$ cat config.mk
export PLATFORM = sky130hd
export DESIGN_NAME = i2s_tx_serializer
export DESIGN_NICKNAME = d
export VERILOG_FILES = /design/src/rtl/i2s_tx_serializer.sv
export SDC_FILE = /design/constraint.sdc
export NUM_CORES = 1
export LEC_CHECK = 0
export ABC_AREA = 1
export BUFFER_PORTS_ARGS = -buffer_cell sky130_fd_sc_hd__buf_2
export CAP_MARGIN = 10
export CORE_MARGIN = 2
export CORE_UTILIZATION = 44
export DETAILED_ROUTE_END_ITERATION = 8
export PLACE_DENSITY = 0.66
export SLEW_MARGIN = 20
export SYNTH_ARGS = -nofsm -noshare
export SYNTH_HDL_FRONTEND = slang
export SYNTH_SLANG_ARGS = --single-unit
export TNS_END_PERCENT = 1
$ cat constraint.sdc
create_clock -name clk -period 5.3 [get_ports clk]
set_clock_uncertainty 0.15 [all_clocks]
set_input_delay 1.325 -clock clk [delete_from_list [all_inputs] [get_ports clk]]
set_output_delay 1.325 -clock clk [all_outputs]
set_load 0.02 [all_outputs]
$ cat src/rtl/i2s_tx_serializer.sv
// I2S transmit stage: derives MCLK/SCK/LRCK from the system clock and
// serialises one latched 16-bit left/right pair per 512-clk frame.
module i2s_tx_serializer #(
  parameter int DATA_W = 16
) (
  input  logic              clk,
  input  logic              rst_n,
  input  logic [DATA_W-1:0] audio_in_left,
  input  logic [DATA_W-1:0] audio_in_right,
  input  logic              mute,
  output logic              sample_req,
  output logic              audio_mclk,
  output logic              audio_lrck,
  output logic              audio_sck,
  output logic              audio_sdin
);

  logic [8:0]        cnt;
  logic [DATA_W-1:0] l_s;
  logic [DATA_W-1:0] r_s;
  logic              req;
  logic              sdin;
  logic              sdin_next;
  logic [4:0]        g;
  logic [3:0]        bidx;
  logic              slot_end;
  logic              latch;

  assign g        = cnt[8:4];
  assign bidx     = ~g[3:0];
  assign slot_end = (cnt[3:0] == 4'hF);
  assign latch    = (cnt == 9'h1FF);

  // Bit for the slot that starts after this edge; slot 31 -> 0 sends
  // the old right LSB, captured before the latch overwrites r_s.
  always_comb begin
    sdin_next = 1'b0;
    unique case (1'b1)
      (g == 5'd31): sdin_next = r_s[0];
      (g[4] == 1'b0): sdin_next = l_s[bidx];
      default: sdin_next = r_s[bidx];
    endcase
  end

  always_ff @(posedge clk or negedge rst_n) begin
    if (!rst_n) begin
      cnt  <= '0;
      l_s  <= '0;
      r_s  <= '0;
      req  <= 1'b0;
      sdin <= 1'b0;
    end else begin
      cnt <= cnt + 9'd1;
      req <= (cnt == 9'h1FE);
      if (slot_end) sdin <= sdin_next;
      if (latch) begin
        l_s <= mute ? '0 : audio_in_left;
        r_s <= mute ? '0 : audio_in_right;
      end
    end
  end

  assign sample_req = req;
  assign audio_mclk = cnt[1];
  assign audio_sck  = cnt[3];
  assign audio_lrck = cnt[8];
  assign audio_sdin = sdin;

endmodule

==> results of run 1 <==
-- power breakdown --
| group | internal (W) | switching, W | total [W] | leakage (nW) |
|---|---|---|---|---|
| logic | 0.00000911 | 0.0000131 | 0.0000222 | 0.754 |
| clock network | 0.000102 | 0.000111 | 0.000213 | 0.0470 |
| registers | 0.000328 | 0 | 0.000328 | 0.414 |
| total | 0.000439 | 0.000124 | 0.000563 | 1.21 |
-- worst max path at each step --
stage	start	to	slack, ps	cells past startpoint
after global routing	cnt[4]	r_s[2]	2350	5
after global placement	mute	l_s[1]	2720	4
after detailed placement	cnt[4]	r_s[11]	2640	5
after floorplan	mute	l_s[0]	3230	4
after CTS	cnt[4]	r_s[4]	2620	5
final	cnt[4]	r_s[4]	2640	5
-- cells in the final DEF (no fill, tap or decap), drive strengths merged --
| cell | synthesis | layout |
|---|---|---|
| nor4 | 1 | 1 |
| o21ai | 32 | 32 |
| nand2 | 42 | 42 |
| ha | 3 | 3 |
| clkinv | 0 | 1 |
| buf | 9 | 39 |
| nor2 | 3 | 3 |
| o211ai | 1 | 1 |
| inv | 45 | 45 |
| o21bai | 1 | 1 |
| nand3 | 62 | 62 |
| clkbuf | 6 | 6 |
| dfrtp | 43 | 43 |
| nor3 | 2 | 2 |
| xor2 | 6 | 6 |
-- area by class of cell --
class / instances / area, sq um / area share [%]
clock buffer: 6 / 82.6 / 3.48
clock inverter: 1 / 5.00 / 0.211
inverter: 45 / 171 / 7.22
multi-input combinational: 153 / 776 / 32.7
sequential: 43 / 1080 / 45.3
tap: 54 / 67.6 / 2.85
timing repair buffer: 39 / 195 / 8.22
-- per-stage QoR --
| stage | setup slack [ps] | utilization [%] | hold slack [ps] | cells | instance area [sq um] |
|---|---|---|---|---|---|
| after floorplan | 3230 | - | 289 | 256 | 2100 |
| after global placement | 2720 | 49.0 | 306 | 334 | 2290 |
| after detailed placement | 2640 | 49.0 | 312 | 334 | 2290 |
| after CTS | 2620 | 50.9 | 323 | 341 | 2370 |
| after global routing | 2350 | 50.9 | 360 | 341 | 2370 |
| final | 2640 | 50.9 | 318 | 341 | 2370 |
-- logic make-up (layout without fill, tap and decap cells) --
kind of cell / count (synthesis) / in the layout / synth area share, %
adder cells (fa/ha/maj): 3 / 3 / 1.79
AND/OR/NAND/NOR: 110 / 110 / 24.2
buffers and inverters: 60 / 91 / 12.0
XOR/XNOR: 6 / 6 / 2.50
flip-flops: 43 / 43 / 51.2
AO/OA/AOI/OAI: 34 / 34 / 8.33
-- state kept, by name, summed over array words and instances, names as in the netlist --
| signal | flops |
|---|---|
| sample_req | 1 |
| l_s | 16 |
| cnt | 9 |
| audio_sdin | 1 |
| r_s | 16 |
-- per-layer routing --
| metal | wire length [microns] | vias to the layer above | part of all wire [%] | GRT usage (%) |
|---|---|---|---|---|
| met5 | 0 | - | 0 | 0 |
| met4 | 72 | 0 | 1.7 | 8.85 |
| met3 | 244 | 7 | 5.8 | 4.42 |
| met2 | 1890 | 42 | 45 | 27.4 |
| met1 | 2030 | 762 | 48 | 20.9 |
| li1 | - | 874 | - | - |
==> summary by stage, run 1 <==
Worst setup path
The data required time of the critical path is between 5000 and 6000 ps. Of all nets on the critical path, the largest fanout is 64. Data on the critical path arrives at its endpoint at 2720 ps. For the worst flop-to-flop path, the logic depth is 5. Counting both buffers and inverters, the worst setup path holds a total of 0.

The worst setup path is captured at a flip-flop. The worst register-to-register path has a setup slack of 2640 ps. In this run the critical register-to-register path is captured at r_s[4]. Walking the worst path, the cells encountered are nand2_1, nor4_1, ha_2, nand3_1, o21ai_0.

For this run, the slowest stage of the critical path takes between 800 and 900 ps. The worst setup path is of the flip-flop to flip-flop kind. The worst setup path is launched from a flip-flop. The slowest stage of the critical path is the sky130_fd_sc_hd__ha_2 cell. Grouping stages by cell kind, the critical path spends the most delay in adder cells. The source of the worst register-to-register timing path is cnt[4].

Placed design
Buffers placed on the I/O ports in this run total 39. The placer's final routability congestion estimate is about 0.84. The HPWL reported at the end of detailed placement is 2.79 mm.

Clock tree
The clock tree synthesis step divided the H-tree into 2 levels. After clock tree synthesis, the clock-pin slew on the worst setup and hold paths is approximately 80 ps. No sink is reached through more buffers than the 2 on the longest clock path. The number of clock sinks is 43. After clock tree synthesis, the repair step resized 0 gates. The cell chosen for the clock root is sky130_fd_sc_hd__clkbuf_8. The CTS tree is built. The later pin in the worst-skew pair is clocked with a latency of ~300 ps. The CTS buffer count is 5.

Post-CTS timing repair inserted 0 buffers for setup. Hold repair after CTS inserted 0 buffers.

Floorplanning
The initialized floorplan defines 25 standard-cell rows. The floorplan step set the die width to around 73 microns. The starting utilization of the core area is between 40% and 50%.

The die span in y is approximately 73 microns. The floorplan step defined a die boundary enclosing 5350 sq um. The number of top-level pins is 40. The floorplan core area is about 4700 sq um.

Synth
The number of enable-type register cells in the synthesized netlist is 0. Ranked by total cell area, the synthesized netlist is headed by sky130_fd_sc_hd__dfrtp_1 (51%), sky130_fd_sc_hd__nand3_1 (15%), sky130_fd_sc_hd__inv_1 (7.7%), sky130_fd_sc_hd__o21ai_0 (7.6%), sky130_fd_sc_hd__nand2_1 (7.3%). Synthesis produced a netlist with a net count of 294. The synthesized design spends more area on one cell type than any other, namely sky130_fd_sc_hd__dfrtp_1. The dominant cell by count in the synthesized netlist is sky130_fd_sc_hd__nand3_1.

The post-synthesis register bit count is 43. The share of the synthesized area in the top cell type is between 50% and 60%. Synthesis produced a netlist whose cell count is about 260. The distinct cell type count after synthesis is 20. The post-synthesis cell area is between 2000 and 2500 sq um. Dividing the synthesized area by the synthesized cell count gives approximately 8.2 sq um. The share of synthesized registers carrying an async set or reset is 100%.

Sorting the synthesized cells by how often they occur yields sky130_fd_sc_hd__nand3_1 (62), sky130_fd_sc_hd__dfrtp_1 (43), sky130_fd_sc_hd__inv_1 (43). The number of warnings issued by yosys is 0. The share of the yosys chip area belonging to registers is a little over 50%.

The most used flip-flop cell after synthesis is sky130_fd_sc_hd__dfrtp_1.

Route
The number of DRC markers in iteration 0 is approximately 110. For this run, the detailed router's first-pass iteration total came to 4. After detailed routing, the number of vias per cell comes to slightly below 5.

Across all layers, the routed design uses approximately 1,700 vias. The final routed wire length divided by cell count is 12.4 microns. For this block, the routed nets add up to 4.24 mm of wire. The detail route stage leaves a number of antenna-violating nets equal to 0. In the routed design, unresolved DRC markers number 0.

STA
The count of pins over their slew limit was 0. In the final timing run, aggregate negative setup slack is 0 ps. Headroom to the max-slew limit came out at a little over a third. The period utilization is 50.2%. Subtracting the final worst setup slack from the clock period gives between 2000 and 3000 ps.

Setup violations remaining at the end of the flow were counted as 0. The slew at the pin closest to its max-slew limit is ~960 ps. Derived from the worst setup path, the maximum achievable clock frequency is approximately 380 MHz.

The number of hold-slack violations in the final timing report came to 0. Setup repair after global routing left no endpoint under its margin.

Worst hold path
Counting instances, the worst hold path has a depth of 1. For hold timing, the worst endpoint is cnt[0]. The worst min-delay path category is flip-flop to flip-flop. The worst hold path startpoint is cnt[0].

Global route
The combined global-route utilization of all metal layers is 17.0%. The wire length of the first global-routing pass is between 6 and 7 mm. The via count of the first global-routing pass is around 1,600. The total overflow left after global routing is 0.

The initial antenna violation count is 0. The maximum number of pins on one net before global-route repair is 65.

Final layout
The antenna diode instance count is 0. Relative to the synthesized area, the layout overhead comes to 12.9%. The number of nets in the finished design is 325. The fraction of layout instances using a drive strength above 1 is 18.1%.

The layout has approximately 460 filler cells.

Status
The run finished with clean final reports.

Job
The number of maximum-capacitance violations is 0.

Power
The power per standard cell area is about 240 nW/um^2. The overall power consumption is between 0.0005 and 0.0006 W. The leakage dissipation is 1.21 nW.

Across the VDD grid, the largest voltage drop is about 0.00010 V.
Note: power is estimated with default switching activity, not from simulation.
==> inputs of run 2 (changes only) <==
--- a/config.mk
+++ b/config.mk
@@ -5,7 +5,7 @@
 export SDC_FILE = /design/constraint.sdc
 export NUM_CORES = 1
 export LEC_CHECK = 0
-export ABC_AREA = 1
+export ABC_AREA = 0
 export BUFFER_PORTS_ARGS = -buffer_cell sky130_fd_sc_hd__buf_2
 export CAP_MARGIN = 10
 export CORE_MARGIN = 2
==> constraint.sdc (replaced) <==
create_clock -name clk -period 2.8 [get_ports clk]
set_clock_uncertainty 0.15 [all_clocks]
set_input_delay 0.7 -clock clk [delete_from_list [all_inputs] [get_ports clk]]
set_output_delay 0.7 -clock clk [all_outputs]
set_load 0.02 [all_outputs]
==> run 2 against run 1 <==
First-iteration DRC count increased by 33%. Sequential share of layout area decreased by 2.3 points. Critical path depth increased by 1. Wire length decreased by 3.8%. Synthesized cell count decreased by 17%. Die area increased by 2.4%. Sequential power increased by 89%. Combinational power increased by 110%. Total power increased by 100%. Non-clock buffer count increased by 3. Hold slack got worse by 61 ps. Design area increased by 5.3%. Largest power group unchanged.
==> summary by stage, run 2 <==
Final layout
In the final layout, flip-flops and latches occupy approximately 1100 sq um. Of the cells placed in the final design, the portion with a size suffix greater than 1 is about a fifth. The number of filler instances in the final layout is 434.

The final layout contains around 280 nets. The antenna diode instance count is 0. The top cell types in the final layout, fill and taps aside, are sky130_fd_sc_hd__dfrtp_1 (43), sky130_fd_sc_hd__buf_2 (39), sky130_fd_sc_hd__inv_1 (37). The largest registers in the layout are l_s: 16 flops, r_s: 16 flops, cnt: 9 flops. The multi-input combinational cells in the finished layout cover a total of just under 900 sq um.

The layout overhead on the synthesized area is 16.0%. Leaving out fill and tap cells, the most frequent cell in the layout is sky130_fd_sc_hd__dfrtp_1. The final cell area excluding filler cells is around 2500 sq um.

Clock tree
Buffers inserted during clock tree synthesis total 5. The number of hold-repair buffers added at the cts stage is 0. The number of buffers on the longest clock path is 2. The H-tree was split into 2 levels.

The number of buffers inserted to repair setup after CTS is 0. Gates resized during post-CTS repair numbered 0. The cell chosen for the clock root is sky130_fd_sc_hd__clkbuf_8. The number of clock sinks is 43. The clock transition at the registers of the reported paths is approximately 80 ps. TritonCTS built the clock tree.

The source-to-sink clock delay at the later pin of the worst-skew pair is ~290 ps.

Synth
The largest area contributor in the netlist is sky130_fd_sc_hd__dfrtp_1. The post-synthesis cell area is around 2200 sq um. For this run, the leading register cell type out of synthesis is sky130_fd_sc_hd__dfrtp_1. The number of warnings issued by yosys is 0. After synthesis, flip-flops and latches occupy 49.9% of the total area. In the post-synthesis netlist, the biggest area contributors are sky130_fd_sc_hd__dfrtp_1 (50%), sky130_fd_sc_hd__nand3b_1 (11%), sky130_fd_sc_hd__o21ai_0 (7.9%), sky130_fd_sc_hd__inv_1 (6.4%), sky130_fd_sc_hd__mux4_1 (4.9%). In this run, synthesis inferred 0 flip-flops with an integrated enable. After synthesis, the most frequently instantiated cells are sky130_fd_sc_hd__dfrtp_1 (43), sky130_fd_sc_hd__inv_1 (37), sky130_fd_sc_hd__o21ai_0 (34). The post-synthesis register bit count is 43. The post-synthesis instance total is about 210. The net count of the mapped netlist is 250.

The dominant cell by count in the synthesized netlist is sky130_fd_sc_hd__dfrtp_1. The mean instance size in the synthesized netlist is between 10 and 15 sq um. The distinct cell type count after synthesis is 35. For this run, asynchronously set or reset flops after synthesis account for 100%. The share of the synthesized area in the top cell type is between 40% and 50%.

Worst setup path
The data required time of the critical path is 2840 ps. The endpoint arrival time on the critical path is around 2100 ps. The worst setup path is of the flip-flop to flip-flop kind. STA classifies the critical path endpoint as a flip-flop. STA classifies the critical path startpoint as a flip-flop. The highest net fanout along the worst path is 64.

Route
The met3 routed wirelength is roughly 140 microns. The overall via count from detail_route is 1,546. The count of antenna-violating nets left after detailed routing is 0.

The final routed wire length divided by cell count is ~13 microns. In this run, the number of DRC markers left after iteration 0 of detailed routing was roughly 140. After detailed routing, no signal wire sits above met4. For this block, the routed nets add up to roughly 4 mm of wire.

The first TritonRoute pass finished after 4 iterations. The amount of wire on met2 after detailed routing is between 1.5 and 2 mm. The via density per instance is between 4 and 5. After detailed routing, the number of remaining DRC violations is 0. The met1 layer wirelength in the final routing is slightly below 2 mm.

Power
The portion of total power attributed to combinational logic is under 10%. The sequential fraction of design power is a little over half. Dividing total power by cell area gives a power density of ~450 nW/um^2. The highest ir drop seen on vdd is about 0.00024 V. The share of total power dissipated in the clock network is 41.0%. The leakage dissipation is ~1.2 nW. In this run switching power makes up roughly a fifth of total power. The analysis attributes to net switching a power of about 0.00023 W.

The internal power of the cells is 0.000907 W. The overall power consumption is approximately 0.0011 W.

Floorplanning
The number of top-level pins is 40. The die is 74.0 microns wide. For this configuration, the core starts out at a cell density of a little under half. Measured along the y axis, the die boundary spans ~74 microns.

The floorplan step defined a die boundary enclosing 5480 sq um. In this run the core area contains 25 standard-cell rows. The floorplan core area is 4720 sq um.

STA
At the pin with the least slew margin, the transition time is about 600 ps. The sum of negative setup slack is 0 ps. Setup repair after global routing left no endpoint under its margin. The count of pins over their slew limit is 0.

Headroom to the max-slew limit came out at 60.1%. The number of hold-slack violations in the final timing report is 0. The period utilization is 73.5%. Based on the critical path, the design can be clocked at up to 486 MHz. The final number of setup-violating endpoints is 0.

Counting I/O delays and the setup requirement, the final critical path takes 2060 ps.

Status
The run finished with clean final reports.

Placed design
The placer's final routability congestion estimate is 0.781. After legalization and detailed placement, the total HPWL measured 2.80 mm. Port buffering added 39 buffers. The post-place instance area is between 2000 and 2500 sq um.

Job
The number of maximum-capacitance violations is 0.

Global route
The via count of the first global-routing pass is 1,556. The combined global-route utilization of all metal layers is 17.3%. Global routing finished with a remaining overflow of 0.

The initial antenna violation count is 0. Entering global routing, the biggest net connects 65 pins. The wire length of the first global-routing pass is 7.11 mm.

Worst hold path
The worst min-delay path category is input pin to async pin.
==> run 2: cell count changes after synthesis, sizes merged, moves of 8 or more <==
| cell | delta |
|---|---|
| nand3 | -58 |
| nand2 | -38 |
| nand3b | +32 |
| inv | -8 |
==> run 2: layout make-up <==
class	count	area share (%)
Sequential cell	43	43.0
Timing Repair Buffer	42	9.21
Clock inverter	1	1.20
Tap cell	67	3.35
Inverter	37	5.56
Multi-Input combinational cell	116	34.7
Clock buffer	6	2.90
==> run 2: worst paths after layout <==
check / startpoint / slack [ps] / cells past startpoint / end
min reg2reg: cnt[0] / 350 / 1 / cnt[0]
max reg2reg: cnt[4] / 740 / 6 / l_s[12]
min in group clk: cnt[0] / 350 / 1 / cnt[0]
max: cnt[4] / 740 / 6 / l_s[12]
max in group asynchronous: rst_n / 1680 / 2 / r_s[15]
min: rst_n / 260 / 1 / cnt[0]
==> run 2: kinds of logic after synthesis <==
| family | synth area share, % |
|---|---|
| AO/OA/AOI/OAI | 11.1 |
| XOR/XNOR | 2.44 |
| adder cells (fa/ha/maj) | 1.74 |
| buffers and inverters | 9.92 |
| flip-flops | 49.9 |
| multiplexers | 8.30 |
| AND/OR/NAND/NOR | 16.5 |
==> run 2: stage by stage <==
stage / utilization [%] / instances / setup WS, ps / hold slack (ps)
2_1_floorplan: - / 212 / 825 / 254
3_5_place_dp: 50.8 / 305 / 772 / 347
5_1_grt: 52.9 / 312 / 481 / 305
6_report: 52.9 / 312 / 741 / 257
3_3_place_gp: 50.8 / 305 / 833 / 333
4_1_cts: 52.9 / 312 / 730 / 272
==> run 2: worst max-delay path: stages, from the launching register on <==
cell                       delay [ps]
sky130_fd_sc_hd__dfrtp_1          710
sky130_fd_sc_hd__nand4_1          250
sky130_fd_sc_hd__nor2_1           170
sky130_fd_sc_hd__ha_2             210
sky130_fd_sc_hd__buf_12           230
sky130_fd_sc_hd__nand3b_1         100
sky130_fd_sc_hd__o21ai_0          100
==> run 2: power groups by stage <==
| stage | sequential (W) | combinational (W) | clock [W] |
|---|---|---|---|
| final | 0.000620 | 0.0000477 | 0.000464 |
| after global routing | 0.000620 | 0.0000545 | 0.000494 |
| after CTS | 0.000620 | 0.0000496 | 0.000476 |
| after detailed placement | 0.000633 | 0.0000496 | 0 |
| after global placement | 0.000633 | 0.0000492 | 0 |
| after floorplan | 0.000633 | 0.00000996 | 0 |
==> run 2: layer usage <==
metal / up-vias / track usage [%]
met5: - / 0
met4: 0 / 8.28
met3: 8 / 3.66
met2: 32 / 27.1
met1: 723 / 22.9
li1: 783 / -
==> inputs of run 3 (changes only) <==
--- a/config.mk
+++ b/config.mk
@@ -5,13 +5,13 @@
 export SDC_FILE = /design/constraint.sdc
 export NUM_CORES = 1
 export LEC_CHECK = 0
-export ABC_AREA = 0
+export ABC_AREA = 1
 export BUFFER_PORTS_ARGS = -buffer_cell sky130_fd_sc_hd__buf_2
 export CAP_MARGIN = 10
 export CORE_MARGIN = 2
 export CORE_UTILIZATION = 44
 export DETAILED_ROUTE_END_ITERATION = 8
-export PLACE_DENSITY = 0.66
+export PLACE_DENSITY = 0.68
 export SLEW_MARGIN = 20
 export SYNTH_ARGS = -nofsm -noshare
 export SYNTH_HDL_FRONTEND = slang
==> constraint.sdc (replaced) <==
create_clock -name clk -period 1.75 [get_ports clk]
set_clock_uncertainty 0.15 [all_clocks]
set_input_delay 0.4375 -clock clk [delete_from_list [all_inputs] [get_ports clk]]
set_output_delay 0.4375 -clock clk [all_outputs]
set_load 0.02 [all_outputs]
==> run 3 against run 2 <==
Sequential power up 60%. Via count up 16%. Maximum frequency up 19%. Hold slack worse by 37 ps. Non-clock buffer count up 18. Design area up 8.0%. Worst setup slack worse by 720 ps. Die area down 2.4%. Cell count up 16%. Register-to-register slack worse by 720 ps. Largest power group unchanged.
==> summary by stage, run 3 (synthesis gave the netlist of run 1 again) <==
Worst setup path
The worst register-to-register path begins at cnt[0]. The largest incremental delay on the critical path is between 300 and 400 ps. The number of cells on the worst reg-to-reg path is 7. The worst setup path is captured at a flip-flop. The endpoint arrival time on the critical path is between 1500 and 2000 ps. At the worst endpoint, the required time is between 1500 and 2000 ps.

The highest net fanout along the worst path is 19. On the critical path the largest part of the delay comes from adder cells. The cell depth of the worst setup path is 7.

The endpoint of the worst register-to-register path is r_s[14]. The sort of element at the start of the critical path is a flip-flop. The setup slack of the worst register-to-register path is between 15 and 20 ps. Among all stages on the critical path, the largest delay is contributed by sky130_fd_sc_hd__dfrtp_1.

The type of the worst setup path is flip-flop to flip-flop. The signal on the critical path passes through ha_2, nand2_2, nor4_4, ha_4, buf_12, buf_16, o21ai_0. The number of buffers and inverters on the critical path is 2.

Final layout
The layout has ~430 filler cells. In the layout the commonest cells are sky130_fd_sc_hd__nand3_1 (62), sky130_fd_sc_hd__inv_1 (43), sky130_fd_sc_hd__dfrtp_1 (42). Leaving out fill and tap cells, the most frequent cell in the layout is sky130_fd_sc_hd__nand3_1. The largest registers in the layout are l_s: 16 flops, r_s: 16 flops, cnt: 9 flops. The number of nets in the finished design is 346. The layout overhead on the synthesized area is 28.5%. The antenna diode instance count is 0.

Of the cells placed in the final design, the portion with a size suffix greater than 1 is approximately 25%. Once layout is complete, the cells apart from fillers number approximately 360.

Worst hold path
In this run the most critical hold path is launched from audio_in_right[5]. The worst hold path was traced through 3 stages. The worst min-delay path category is input pin to flip-flop. The endpoint of the worst hold-timing path is r_s[5].

Clock tree
Clock latency on the worst-skew pair, taken at its later pin, is slightly below 300 ps. The cell chosen for the clock root is sky130_fd_sc_hd__clkbuf_8. TritonCTS built the clock tree.

The number of clock sinks is 43. The CTS buffer count is 5. CTS built an H-tree with a depth of 2. The clock transition at the registers of the reported paths is 80 ps. In this run the deepest clock path goes through 2 buffers.

Power
The design draws 0.00187 W. The relative contribution of the clock network to total power is 42.8%. Cell internal power was estimated by the tool at around 0.0015 W. Registers are responsible for ~53% of the overall power. In this run the power density over the cells is a little under 700 nW/um^2. Combinational logic burns 4.2% of the power. The switching power total is about 0.00038 W. The leakage dissipation is between 1 and 1.5 nW. Of the total power, the share spent switching nets is roughly a fifth. The highest ir drop seen on vdd is around 0.00037 V.

Route
Once detail routing completed, the nets flagged for antenna violations numbered 0. For this run, design rule violations remaining after detail routing come to 0. The total wirelength of the detailed-routed design is about 4.7 mm.

After the first detailed-routing iteration, the DRC count stood at 86. Across all layers, the routed design uses 1,794 vias. The first TritonRoute pass finished after 4 iterations.

The via density per instance is about 4.9. After detailed routing, the average wire length per cell comes to ~13 microns.

STA
The worst slew margin relative to its limit is about three quarters. The period utilization is roughly 100%. The count of pins over their slew limit came to 0. Setup repair after global routing could not meet its margin everywhere. For the pin with the worst max-slew slack, the measured transition is between 300 and 400 ps. The final number of setup-violating endpoints is 0.

The clock period could shrink to between 1500 and 2000 ps. The smallest hold slack is approximately 220 ps. The sum of negative setup slack is 0 ps. Derived from the worst setup path, the maximum achievable clock frequency is around 580 MHz.

The number of hold-slack violations in the final timing report is 0.

Floorplanning
The number of rows created at floorplan is 25. The die span in y is approximately 73 microns. The core region is approximately 4700 sq um. In this run the count of I/O pins placed on the die edge is 40. The die covers 5350 sq um. Once the floorplan was initialized, standard cells occupied a little under half of the core.

The horizontal die dimension is approximately 73 microns.

Placed design
The HPWL reported at the end of detailed placement is 3.10 mm. During placement, the flow inserted port buffers numbering 39. At the end of routability-driven placement, the weighted congestion stood at approximately 0.86. The number of placed cells counting well taps is 349.

Global route
The initial antenna violation count was 0. After global routing the overflow that remains totals 0. The via count of the first global-routing pass was 1,731. The maximum number of pins on one net before global-route repair is 33. The combined global-route utilization of all metal layers is approximately a fifth. The wire length of the first global-routing pass is roughly 8 mm.

Status
The flow ran to the end, and the final reports show no timing, DRC or antenna violations.

Job
The number of maximum-capacitance violations is 0.
==> run 3: changes by cell type in the layout (fill, tap and decap cells not counted), moves of 6 or more <==
| cell | previous run | this run |
|---|---|---|
| sky130_fd_sc_hd__buf_4 | 2 | 13 |
| sky130_fd_sc_hd__nand3b_1 | 32 | 0 |
| sky130_fd_sc_hd__nand3_1 | 4 | 62 |
| sky130_fd_sc_hd__nand2_1 | 4 | 39 |
| sky130_fd_sc_hd__inv_1 | 37 | 43 |
==> run 3: repair_timing <==
item / 4_1_cts / 5_1_grt
pin swaps: 1 / 1
setup buffers: 1 / 2
gates resized for setup: 3 / 4
hold endpoints to repair: 14 / 0
endpoints found under the setup margin: 10 / 33
hold buffers: 1 / 0
gates cloned: 1 / 1
==> run 3: worst max-delay path by stage <==
stage / startpoint / to / slack [ps]
after global routing: cnt[0] / r_s[14] / -90
after CTS: cnt[0] / l_s[14] / 20
after global placement: cnt[0] / r_s[1] / 60
final: cnt[0] / r_s[14] / 20
after floorplan: cnt[1] / r_s[0] / 20
after detailed placement: cnt[0] / r_s[4] / -2
==> run 3: layer usage <==
| layer | vias to the layer above | part of all wire, % | GRT usage [%] |
|---|---|---|---|
| li1 | 919 | - | - |
| met1 | 836 | 44 | 24.3 |
| met2 | 35 | 50 | 31.4 |
| met3 | 4 | 3.9 | 4.56 |
| met4 | 0 | 1.5 | 7.41 |
| met5 | - | 0 | 0 |
==> run 3: final cells by class <==
class,instances,area (sq um),share of cell area (%)
Clock buffer,6,82.6,3.06
Multi-Input combinational cell,153,808,29.9
Inverter,45,174,6.44
Sequential cell,43,1080,39.9
Timing Repair Buffer,60,455,16.9
Tap cell,54,67.6,2.50
Clock inverter,2,35.0,1.30
==> run 3: stage by stage <==
stage	cell area (sq um)	utilization (%)	setup WS, ps
floorplan	2120	-	18.2
global placement	2450	52.6	57.0
detailed placement	2450	52.6	-2.25
CTS	2620	56.3	19.0
global route	2700	57.9	-93.9
finish	2700	57.9	18.1
==> run 3: power by group through the flow <==
stage	Combinational, W	Sequential (W)	Clock (W)
final	0.0000778	0.000992	0.000801
after global routing	0.0000880	0.000993	0.000858
after CTS	0.0000798	0.000992	0.000821
after detailed placement	0.0000786	0.00101	0
after global placement	0.0000776	0.00101	0
after floorplan	0.0000104	0.00101	0
==> run 3: tightest hold or removal path: stages <==
cell and delay (ps):
sky130_fd_sc_hd__buf_2 70, sky130_fd_sc_hd__nand3_1 60, sky130_fd_sc_hd__o21ai_0 60
